===== src/rtl/sync_fifo_param_pkg.sv =====
// Shared defaults and types for the single-clock parametrised FIFO.
package sync_fifo_param_pkg;
  localparam int DATASIZE = 8;
  localparam int ADDRSIZE = 4;
  typedef logic [DATASIZE-1:0] data_t;
endpackage


===== src/rtl/sync_fifo_param_if.sv =====
// Producer/consumer bundle for sync_fifo_param; master drives requests, slave is the FIFO.
interface sync_fifo_param_if #(
  parameter int DATASIZE = sync_fifo_param_pkg::DATASIZE,
  parameter int ADDRSIZE = sync_fifo_param_pkg::ADDRSIZE
);
  logic                wen;
  logic [DATASIZE-1:0] wdata;
  logic                wack;
  logic                wfull;
  logic                wafull;
  logic                ren;
  logic [DATASIZE-1:0] rdata;
  logic                rack;
  logic                remty;
  logic                raemty;
  logic [ADDRSIZE:0]   count;
  logic                ovf;
  logic                udf;

  modport master (
    output wen, wdata, ren,
    input  wack, wfull, wafull, rdata, rack, remty, raemty, count, ovf, udf
  );

  modport slave (
    input  wen, wdata, ren,
    output wack, wfull, wafull, rdata, rack, remty, raemty, count, ovf, udf
  );
endinterface


===== src/rtl/sync_fifo_param_mem.sv =====
// Storage array: one synchronous write port, one asynchronous read port. Contents survive reset.
module fifo_mem #(
  parameter int DATASIZE = 8,
  parameter int ADDRSIZE = 4
) (
  input  logic                clk_i,
  input  logic                we_i,
  input  logic [ADDRSIZE-1:0] waddr_i,
  input  logic [DATASIZE-1:0] wdata_i,
  input  logic [ADDRSIZE-1:0] raddr_i,
  output logic [DATASIZE-1:0] rdata_o
);
  logic [DATASIZE-1:0] mem_q [2**ADDRSIZE];

  always_ff @(posedge clk_i) begin
    if (we_i) mem_q[waddr_i] <= wdata_i;
  end

  assign rdata_o = mem_q[raddr_i];
endmodule


===== src/rtl/sync_fifo_param.sv =====
// Single-clock FIFO with registered flags, occupancy count, sticky ovf/udf and optional FWFT read.
module sync_fifo_param
  import sync_fifo_param_pkg::*;
#(
  parameter int DATASIZE  = sync_fifo_param_pkg::DATASIZE,
  parameter int ADDRSIZE  = sync_fifo_param_pkg::ADDRSIZE,
  parameter int AFULL_TH  = 2**ADDRSIZE - 2,
  parameter int AEMPTY_TH = 2,
  parameter int FWFT      = 0
) (
  input  logic              wclk_i,
  input  logic              wrst_i,
  sync_fifo_param_if.slave  bus
);
  localparam logic [ADDRSIZE:0] DEPTH = (ADDRSIZE+1)'(2**ADDRSIZE);

  logic [ADDRSIZE:0]   wptr_q, wptr_d, rptr_q, rptr_d, count_q, count_d;
  logic                wfull_q, wfull_d, remty_q, remty_d;
  logic                wafull_q, wafull_d, raemty_q, raemty_d;
  logic                ovf_q, ovf_d, udf_q, udf_d, rack_q, rack_d;
  logic [DATASIZE-1:0] rdata_q, rdata_d, mem_rdata;
  logic                wacc, racc;

  // Accept decisions use only registered flags, so no wen/ren-to-flag path exists.
  assign wacc = bus.wen && !wfull_q;
  assign racc = bus.ren && !remty_q;

  fifo_mem #(
    .DATASIZE (DATASIZE),
    .ADDRSIZE (ADDRSIZE)
  ) u_mem (
    .clk_i   (wclk_i),
    .we_i    (wacc),
    .waddr_i (wptr_q[ADDRSIZE-1:0]),
    .wdata_i (bus.wdata),
    .raddr_i (rptr_q[ADDRSIZE-1:0]),
    .rdata_o (mem_rdata)
  );

  always_comb begin
    wptr_d   = wptr_q + {{ADDRSIZE{1'b0}}, wacc};
    rptr_d   = rptr_q + {{ADDRSIZE{1'b0}}, racc};
    count_d  = wptr_d - rptr_d;
    wfull_d  = (count_d == DEPTH);
    remty_d  = (count_d == '0);
    wafull_d = (int'(count_d) >= AFULL_TH);
    raemty_d = (int'(count_d) <= AEMPTY_TH);
    ovf_d    = ovf_q || (bus.wen && wfull_q);
    udf_d    = udf_q || (bus.ren && remty_q);
    rack_d   = (FWFT == 0) && racc;
    rdata_d  = racc ? mem_rdata : rdata_q;
  end

  always_ff @(posedge wclk_i) begin
    if (wrst_i) begin
      wptr_q   <= '0;
      rptr_q   <= '0;
      count_q  <= '0;
      wfull_q  <= 1'b0;
      remty_q  <= 1'b1;
      wafull_q <= 1'b0;
      raemty_q <= 1'b1;
      ovf_q    <= 1'b0;
      udf_q    <= 1'b0;
      rack_q   <= 1'b0;
      rdata_q  <= '0;
    end else begin
      wptr_q   <= wptr_d;
      rptr_q   <= rptr_d;
      count_q  <= count_d;
      wfull_q  <= wfull_d;
      remty_q  <= remty_d;
      wafull_q <= wafull_d;
      raemty_q <= raemty_d;
      ovf_q    <= ovf_d;
      udf_q    <= udf_d;
      rack_q   <= rack_d;
      rdata_q  <= rdata_d;
    end
  end

  // FWFT presents the head word directly; it reads as zero while empty so reset shows rdata=0.
  assign bus.rdata  = (FWFT != 0) ? (remty_q ? '0 : mem_rdata) : rdata_q;
  assign bus.rack   = (FWFT != 0) ? !remty_q : rack_q;
  assign bus.wack   = wacc;
  assign bus.wfull  = wfull_q;
  assign bus.wafull = wafull_q;
  assign bus.remty  = remty_q;
  assign bus.raemty = raemty_q;
  assign bus.count  = count_q;
  assign bus.ovf    = ovf_q;
  assign bus.udf    = udf_q;
endmodule


===== src/flat_wrapper.sv =====
// flat-port wrapper written by rule: the top's interface ports become plain ports
module sync_fifo_param_flat import sync_fifo_param_pkg::*;
#(
  parameter int DATASIZE  = sync_fifo_param_pkg::DATASIZE,
  parameter int ADDRSIZE  = sync_fifo_param_pkg::ADDRSIZE,
  parameter int AFULL_TH  = 2**ADDRSIZE - 2,
  parameter int AEMPTY_TH = 2,
  parameter int FWFT      = 0
)
  (wclk_i, wrst_i, bus_wen, bus_wdata, bus_ren, bus_wack, bus_wfull, bus_wafull, bus_rdata, bus_rack, bus_remty, bus_raemty, bus_count, bus_ovf, bus_udf);
  sync_fifo_param_if #(.DATASIZE(DATASIZE), .ADDRSIZE(ADDRSIZE)) bus_i ();
  input  logic wclk_i;
  input  logic wrst_i;
  input wire logic [$bits(bus_i.wen)-1:0] bus_wen;
  input wire logic [$bits(bus_i.wdata)-1:0] bus_wdata;
  input wire logic [$bits(bus_i.ren)-1:0] bus_ren;
  output wire logic [$bits(bus_i.wack)-1:0] bus_wack;
  output wire logic [$bits(bus_i.wfull)-1:0] bus_wfull;
  output wire logic [$bits(bus_i.wafull)-1:0] bus_wafull;
  output wire logic [$bits(bus_i.rdata)-1:0] bus_rdata;
  output wire logic [$bits(bus_i.rack)-1:0] bus_rack;
  output wire logic [$bits(bus_i.remty)-1:0] bus_remty;
  output wire logic [$bits(bus_i.raemty)-1:0] bus_raemty;
  output wire logic [$bits(bus_i.count)-1:0] bus_count;
  output wire logic [$bits(bus_i.ovf)-1:0] bus_ovf;
  output wire logic [$bits(bus_i.udf)-1:0] bus_udf;
  assign bus_i.wen = bus_wen;
  assign bus_i.wdata = bus_wdata;
  assign bus_i.ren = bus_ren;
  assign bus_wack = bus_i.wack;
  assign bus_wfull = bus_i.wfull;
  assign bus_wafull = bus_i.wafull;
  assign bus_rdata = bus_i.rdata;
  assign bus_rack = bus_i.rack;
  assign bus_remty = bus_i.remty;
  assign bus_raemty = bus_i.raemty;
  assign bus_count = bus_i.count;
  assign bus_ovf = bus_i.ovf;
  assign bus_udf = bus_i.udf;
  sync_fifo_param #(.DATASIZE(DATASIZE), .ADDRSIZE(ADDRSIZE), .AFULL_TH(AFULL_TH), .AEMPTY_TH(AEMPTY_TH), .FWFT(FWFT)) u_core (.wclk_i(wclk_i), .wrst_i(wrst_i), .bus(bus_i));
endmodule

===== config.mk =====
export PLATFORM = sky130hd
export DESIGN_NAME = sync_fifo_param_flat
export DESIGN_NICKNAME = d
export VERILOG_FILES = /design/src/rtl/sync_fifo_param_pkg.sv /design/src/rtl/sync_fifo_param_if.sv /design/src/rtl/sync_fifo_param_mem.sv /design/src/rtl/sync_fifo_param.sv /design/src/flat_wrapper.sv
export SDC_FILE = /design/constraint.sdc
export NUM_CORES = 1
export LEC_CHECK = 0
export CELL_PAD_IN_SITES_DETAIL_PLACEMENT = 0
export CELL_PAD_IN_SITES_GLOBAL_PLACEMENT = 1
export CORE_ASPECT_RATIO = 1.4
export CORE_MARGIN = 3
export CORE_UTILIZATION = 51
export DETAILED_ROUTE_END_ITERATION = 12
export GPL_TIMING_DRIVEN = 0
export PLACE_DENSITY = 0.82
export SETUP_SLACK_MARGIN = 0.15
export SYNTH_ARGS = -nofsm -noshare
export SYNTH_HDL_FRONTEND = slang
export SYNTH_SLANG_ARGS = --single-unit

===== constraint.sdc =====
create_clock -name wclk_i -period 3.5 [get_ports wclk_i]
set_input_delay 0.525 -clock wclk_i [delete_from_list [all_inputs] [get_ports wclk_i]]
set_output_delay 0.525 -clock wclk_i [all_outputs]
set_load 0.02 [all_outputs]

==> impl_metrics.toml <==
[worst_setup_path]
crit_type = "input pin to flop"
crit_path_frequent_cell = "ha_1"
crit_family = "buffers and inverters"
end_kind = "flop"
path_cells = "clkdlybuf4s50_1, nor2b_1, clkbuf_1, ha_1, nand3_1, xor2_1, ha_1, buf_1, inv_2, o31ai_2, xnor2_2, a41o_1"
critical_path_peak_fanout = 10
required_ns = 3.81
crit_slowest_cell = "clkdlybuf4s50_1"
cp_slowest_stage_delay_ns = 0.47
path_buf_inv = 4
critPathLaunchType = "input pin"
arrival_ns = 3.49
regToRegSetupSlack_ns = 0.43

[yosys]
synthCells = 340
synth_edf_count = 128
synth_area_leader_cell = "edfxtp_1"
synth_top_area_share = 0.627
yosysMostFrequentCell = "edfxtp_1"
async_flop_share = 0
synth_area_leaders = "edfxtp_1 63%, mux4_2 12%, dfxtp_1 9.8%"
ys_seq_elements = 158
synthFlopType = "edfxtp_1"
synth_area_per_cell_sq_um = 18.0
synth_commonest_cells = "128 x edfxtp_1, 32 x mux4_2, 30 x dfxtp_1, 24 x nor2_1, 13 x clkbuf_1"
yosys_warnings = 0
synth_area_sq_um = 6130
ys_seq_area_frac = 0.725
synth_fp_nets = 360
synth_cell_types = 41

[grt]
grt_pass1_vias = 3253
grt_overflow_total = 0
antenna_found_initial = 0
grt_usage = 0.191
grt_max_degree = 17
grt_pass1_wl_microns = 18400

[cells_and_area]
diodes = 0
regArea_sq_um = 4440
nets = 411
drive_above_1_share = 0.191
design_area_sq_um = 7210
synthToLayoutAreaGrowth_pct = 17.6
nFillCells = 848
multi_input_area_sq_um = 1610

[floorplanning]
start_util = 0.533
die_h_microns = 136
ioPinCount = 33
fp-row-count = 46
die-width_microns = 98.7
core_sq_um = 11500
dieArea_sq_um = 13400

[sta]
finalHoldWorstSlack_ns = 0.481
post-route-period-util = 0.909
slew_violations = 0
finalCriticalPeriod_ns = 3.18
setup_violations = 0
setup_ws_ns = 0.320
maxSlewHeadroom = 0.164
grt_setup_unrepaired = "false"
tns_ns = 0
skew_ns = 0.00454
fmax_ghz = 0.314
hold_viol_final = 0
worstMarginPinSlew_ns = 1.24

[power]
irDropWorstVdd_mv = 0.353
power.density_nw_per_um2 = 664
p_leak_nw = 2.37

[place]
place_ws_ns = -0.241
port_buffers = 32
dp_hpwl_microns = 7930
finalWeightedCongestion = 0.789
placement.cell_area_sq_um = 6630

[route]
drc = 0
wl_per_cell_microns = 21.8
drtPass1Iterations = 4
drtIter0Drc = 296
ant_nets = 0
totalWireLength_microns = 11900
vias = 3102
viasPerCell = 5.66

[clock_tree]
numCtsBuffers = 17
clock-root-buffer = "clkbuf_16"
postCtsSetupBuffers = 0
clockBufferDepth = 2
cts.sink_count = 158
clk_pin_slew_ns = 0.06
cts_tree = "done"
htree_levels = 4
insertion_delay_ns = 0.42

[run_status]
outcome = "complete, no violations"

[flow_run]
cap_viol_max_count = 0

[worst_hold_path]
hold_path_class = "flop to flop"
-- metal layers --
metal | GRT usage | vias up | wire, microns | part of all wire
met1 | 0.237 | 1547 | 4790 | 0.40
met3 | 0.0422 | 17 | 507 | 0.042
met5 | 0 | - | 0 | 0
li1 | - | 1447 | - | -
met4 | 0.0835 | 0 | 286 | 0.024
met2 | 0.323 | 91 | 6350 | 0.53
-- state kept, by name, indices dropped and copies added, names as in the netlist --
signal	flops
u_core.bus.rdata	8
u_core.bus.udf	1
u_core.wptr_q	5
u_core.bus.wafull	1
u_core.bus.rack	1
u_core.u_mem.mem_q	128
u_core.bus.wfull	1
u_core.bus.count	5
u_core.bus.ovf	1
u_core.bus.remty	1
u_core.bus.raemty	1
u_core.rptr_q	5
-- worst min-delay path, delay by kind of cell (launching register included) --
family | cells | cell delay (ns)
and+or+nand+nor | 1 | 0.07
DFF | 1 | 0.33
AOI/OAI and AO/OA | 1 | 0.05
-- final cells by class --
class	count	share of cell area
sequential	158	0.617
inverter	6	0.00313
buffer	18	0.0102
tap	144	0.0250
clock inverter	14	0.0182
multi-input combinational	158	0.223
clock buffer	18	0.0595
timing repair buffer	32	0.0444
-- logic make-up after synthesis --
logic type,synth area share
adder cells (fa/ha/maj),0.0163
AND/OR/NAND/NOR,0.0569
buffers and inverters,0.0157
flip-flops,0.725
AO/OA/AOI/OAI,0.0490
XOR/XNOR,0.0196
multiplexers,0.118
-- repair_timing --
action	CTS	global route
endpoints found under the setup margin	0	5
hold buffers	0	0
gates resized for setup	0	2
-- power breakdown --
part / switching [mW] / leakage [nW] / internal, mW
Combinational: 0.461 / 0.695 / 0.410
Clock: 0.749 / 0.276 / 0.990
Sequential: 0.0411 / 1.40 / 2.14
-- final timing paths --
kind,cells past startpoint,to,startpoint
worst max-delay path,12,u_core.bus.remty$_SDFF_PP1_,bus_ren
worst min-delay path,2,u_core.bus.ovf$_SDFF_PP0_,u_core.bus.ovf$_SDFF_PP0_
worst max register to register,10,u_core.bus.remty$_SDFF_PP1_,u_core.rptr_q[1]$_SDFF_PP0_
worst min register to register,2,u_core.bus.ovf$_SDFF_PP0_,u_core.bus.ovf$_SDFF_PP0_
-- through the flow --
stage                     utilization  std cells  total power, mW
after floorplan                     -        340             2.78
after global placement          0.576        516             3.08
after CTS                       0.625        548             4.82
final                           0.626        548             4.79
after global routing            0.626        548             4.97
after detailed placement        0.576        516             3.09
-- layout by cell type, fill, tap and decap left out, types with 2 or more instances in the layout --
master and count:
a21oi_1 4, a221oi_1 8, a22o_1 8, buf_1 2
buf_2 2, clkbuf_1 14, clkbuf_16 17, clkdlybuf4s50_1 32
clkinv_2 3, clkinv_4 3, dfxtp_1 30, edfxtp_1 128
ha_1 8, inv_1 5, inv_6 6, mux4_2 32
nand2_1 4, nand2b_1 12, nand3_1 5, nand3b_1 2
nor2_1 24, nor2b_1 8, nor3_1 5, o22ai_1 8
xnor2_1 5, xnor2_2 2, xor2_1 4
Note: power is estimated with default switching activity, not from simulation.
==> RTL change 1: new RTL, same flow settings <==
Make the reset (`wrst_i`) asynchronous in one clocked block.
--- a/src/rtl/sync_fifo_param.sv
+++ b/src/rtl/sync_fifo_param.sv
@@ -53,3 +53,3 @@
 
-  always_ff @(posedge wclk_i) begin
+  always_ff @(posedge wclk_i or posedge wrst_i) begin
     if (wrst_i) begin
Function: differs if wrst_i is asserted again (counterexample within 4 cycles, from zero or initial values and one cycle with wrst_i high); with wrst_i held inactive, the same outputs for 10 cycles.
==> RTL change 1 against the unedited design <==
- largest cell class unchanged
- area after synthesis is 2.9% higher
- wire length is 4.0% higher
- critical path depth is 1 lower
- critical path type is now reg2reg
- sequential cell count stayed put
- highest routed layer unchanged
- setup slack better by 140 ps
- cell area is 3.3% higher
Power is not compared: it rests on default switching activity, and its combinational part moved more than twofold at a synthesized area within 25%.
==> RTL change 1: results <==
metrics = {
    "status": {
        "outcome": "finished, final reports clean",
    },
    "placement": {
        "post-place-cells": 499,
        "port_buffers": 32,
        "gp_congestion": 0.751,
        "dpl.hpwl_um": 8150,
        "preCtsSetupSlack_ps": -433,
    },
    "setup_path": {
        "worstReg2RegEnd": "u_core.bus.wfull",
        "reg2reg_depth": 11,
        "regToRegStartpoint": "u_core.bus.remty",
        "cp.arrival_ps": 3370,
    },
    "finish": {
        "multi_input_comb_cells": 139,
        "layout.buffer.nonclock.area_share_pct": 5.87,
        "inv_count": 8,
        "storage_element_area_um2": 4600,
        "post_route_cells_drive_above_1_share_pct": 21.7,
        "clock_cell_share_of_area_pct": 8.02,
        "nNetsFinal": 393,
        "n_fill_cell": 833,
        "multi_input_area_um2": 1600,
    },
    "yosys": {
        "synth_nets": 339,
        "yosysUniqueCellTypes": 39,
        "netlist_top_cells_count": "128 x sky130_fd_sc_hd__edfxtp_1, 28 x sky130_fd_sc_hd__dfrtp_1, 24 x sky130_fd_sc_hd__mux4_2, 15 x sky130_fd_sc_hd__nor2_1, 14 x sky130_fd_sc_hd__nor3_1",
        "sequential_cell_area_fraction_in_the_yosys_report_pct": 72.8,
        "async_reset_ff_share_pct": 19.0,
    },
    "routing": {
        "detail_route.iter0.violations": 151,
        "wl_um": 12400,
        "via_count": 3136,
    },
    "timing": {
        "worst_slew_margin_rel_pct": 23.8,
        "postLayoutSetupSlackWorst_ps": 460,
        "skew_ps": 11.1,
    },
    "global_route": {
        "grt_pass1_wl_um": 19000,
        "grt_max_degree": 31,
    },
    "worst_hold_path": {
        "min_delay_worst_endpoint": "u_core.bus.udf",
        "hold_depth": 1,
    },
}
## RTL change 1: layer usage
metal | share of wire [%] | track usage, % | vias to the layer above
met2 | 54 | 33.5 | 113
li1 | - | - | 1385
met1 | 37 | 23.1 | 1610
met4 | 3.6 | 9.36 | 0
met3 | 5.2 | 5.67 | 28
met5 | 0 | 0 | -
## RTL change 1: worst max path at each step
stage	from	to
floorplan	u_core.bus.remty	u_core.bus.wfull
global placement	bus_ren	u_core.bus.remty
detailed placement	bus_ren	u_core.bus.remty
CTS	u_core.bus.remty	u_core.bus.wfull
global route	u_core.bus.remty	u_core.bus.wfull
finish	u_core.bus.remty	u_core.bus.wfull
## RTL change 1: timing repair
| action | in CTS | in global routing |
|---|---|---|
| gates resized for setup | 2 | 2 |
| setup buffers | 0 | 0 |
| gates cloned | 0 | 0 |
| hold endpoints to repair | 0 | 0 |
| endpoints found under the setup margin | 2 | 3 |
## RTL change 1: stage by stage
step           cell area (µm²)  hold WS, ps
3_3_place_gp              6820          442
6_report                  7440          457
2_1_floorplan             6310          460
3_5_place_dp              6820          451
5_1_grt                   7440          486
4_1_cts                   7420          466
## RTL change 1: power breakdown
group	internal, mW	switching [mW]
logic	1.18	1.38
registers	2.38	0.144
clock network	1.12	0.720
total	4.68	2.24
## RTL change 1: cell families after synthesis
| logic type | count (synthesis) | synth area share (%) |
|---|---|---|
| xor gates and xnor gates | 15 | 2.50 |
| adders and majority gates | 7 | 1.39 |
| and+or+nand+nor | 51 | 4.04 |
| buffers and inverters | 23 | 1.96 |
| DFF | 158 | 72.8 |
| AOI/OAI and AO/OA | 18 | 2.68 |
| muxes | 48 | 14.6 |
==> RTL change 2: new RTL, config.mk and constraints unchanged <==
Without the edit above. `FWFT` is set to 0 in 2 places; all go to 1. Comments in the files are not updated.
--- a/src/rtl/sync_fifo_param.sv
+++ b/src/rtl/sync_fifo_param.sv
@@ -8,3 +8,3 @@
   parameter int AEMPTY_TH = 2,
-  parameter int FWFT      = 0
+  parameter int FWFT      = 1
 ) (
--- a/src/flat_wrapper.sv
+++ b/src/flat_wrapper.sv
@@ -7,3 +7,3 @@
   parameter int AEMPTY_TH = 2,
-  parameter int FWFT      = 0
+  parameter int FWFT      = 1
 )
Function: changed (a bounded check fails within 4 cycles, from zero or initial values and one cycle with wrst_i high).
==> RTL change 2 against the unedited design <==
- via count down 3.2%
- cell area is 1.7% lower
- maximum frequency fell by 0.29%
- wire length about the same
- setup slack got worse by 9.1 ps
- cell count is 6.2% lower
- sequential cell count decreased by 9
- area after synthesis is 3.0% lower
- die area down 2.8%
- power shrank 2.1%
- largest cell class unchanged
- largest power group unchanged
==> RTL change 2: results <==
metrics = {
    "pwr": {
        "ir_worst_vdd_mv": 0.418,
        "internal-power_mw": 3.49,
    },
    "placement": {
        "post-place-cells": 483,
        "placement_stage_cell_area_um2": 6470,
        "gp_congestion": 0.817,
    },
    "timing": {
        "skew_ps": 5.14,
        "worst_slew_margin_rel_pct": 28.5,
        "finalCritPeriodShare_pct": 91.1,
    },
    "setup_path": {
        "worstReg2RegEnd": "u_core.bus.wafull",
        "critical-path-max-stage-delay_ps": 580,
        "critical-path-slowest-cell": "sky130_fd_sc_hd__mux4_2",
        "worst-path-stages": 6,
        "worst-r2r-setup-slack_ps": 630,
    },
    "routing": {
        "wl_um": 11900,
        "dr.pass1.iters": 5,
        "detail_route.iter0.violations": 217,
    },
    "global_route": {
        "globalRouteMet2Util_pct": 34.5,
        "track_usage_pct": 19.5,
        "gr-usage-met1_pct": 21.2,
    },
    "finish": {
        "n_fill_cell": 790,
        "nNetsFinal": 377,
        "post_route_cells_drive_above_1_share_pct": 24.6,
    },
    "worst_hold_path": {
        "min_from": "u_core.bus.udf",
    },
    "yosys": {
        "post_synth_fa_ha_maj_area_fraction_pct": 2.02,
        "sequential_cell_area_fraction_in_the_yosys_report_pct": 71.7,
        "synthesized_area_per_cell_um2": 19.4,
        "synth_compound_area_share_pct": 1.16,
        "yosys-top-cells-area": "sky130_fd_sc_hd__edfxtp_1 65%, sky130_fd_sc_hd__mux4_2 15%, sky130_fd_sc_hd__dfxtp_1 7.1%",
        "synth.area.mux_share_pct": 15.4,
    },
    "status": {
        "outcome": "finished, final reports clean",
    },
}
-- RTL change 2: what timing repair did --
item / 4_1_cts / 5_1_grt
setup endpoints to repair: 8 / 6
gates resized for setup: 12 / 5
gates cloned: 0 / 0
-- RTL change 2: stage by stage --
step,hold slack [ps],total power [mW]
2_1_floorplan,485,2.63
5_1_grt,518,4.85
6_report,487,4.69
3_3_place_gp,454,2.92
3_5_place_dp,474,2.94
4_1_cts,493,4.71
-- RTL change 2: final cells by class --
type                            instances  area, µm²  share of cell area, %
Multi-Input combinational cell        139       1590                   22.5
Sequential cell                       149       4260                   60.2
Timing Repair Buffer                   33        322                   4.54
Clock buffer                           17        425                   6.01
Tap cell                              144        180                   2.54
Inverter                                5       18.8                  0.265
Clock inverter                         14        170                   2.40
Buffer                                 13        110                   1.55
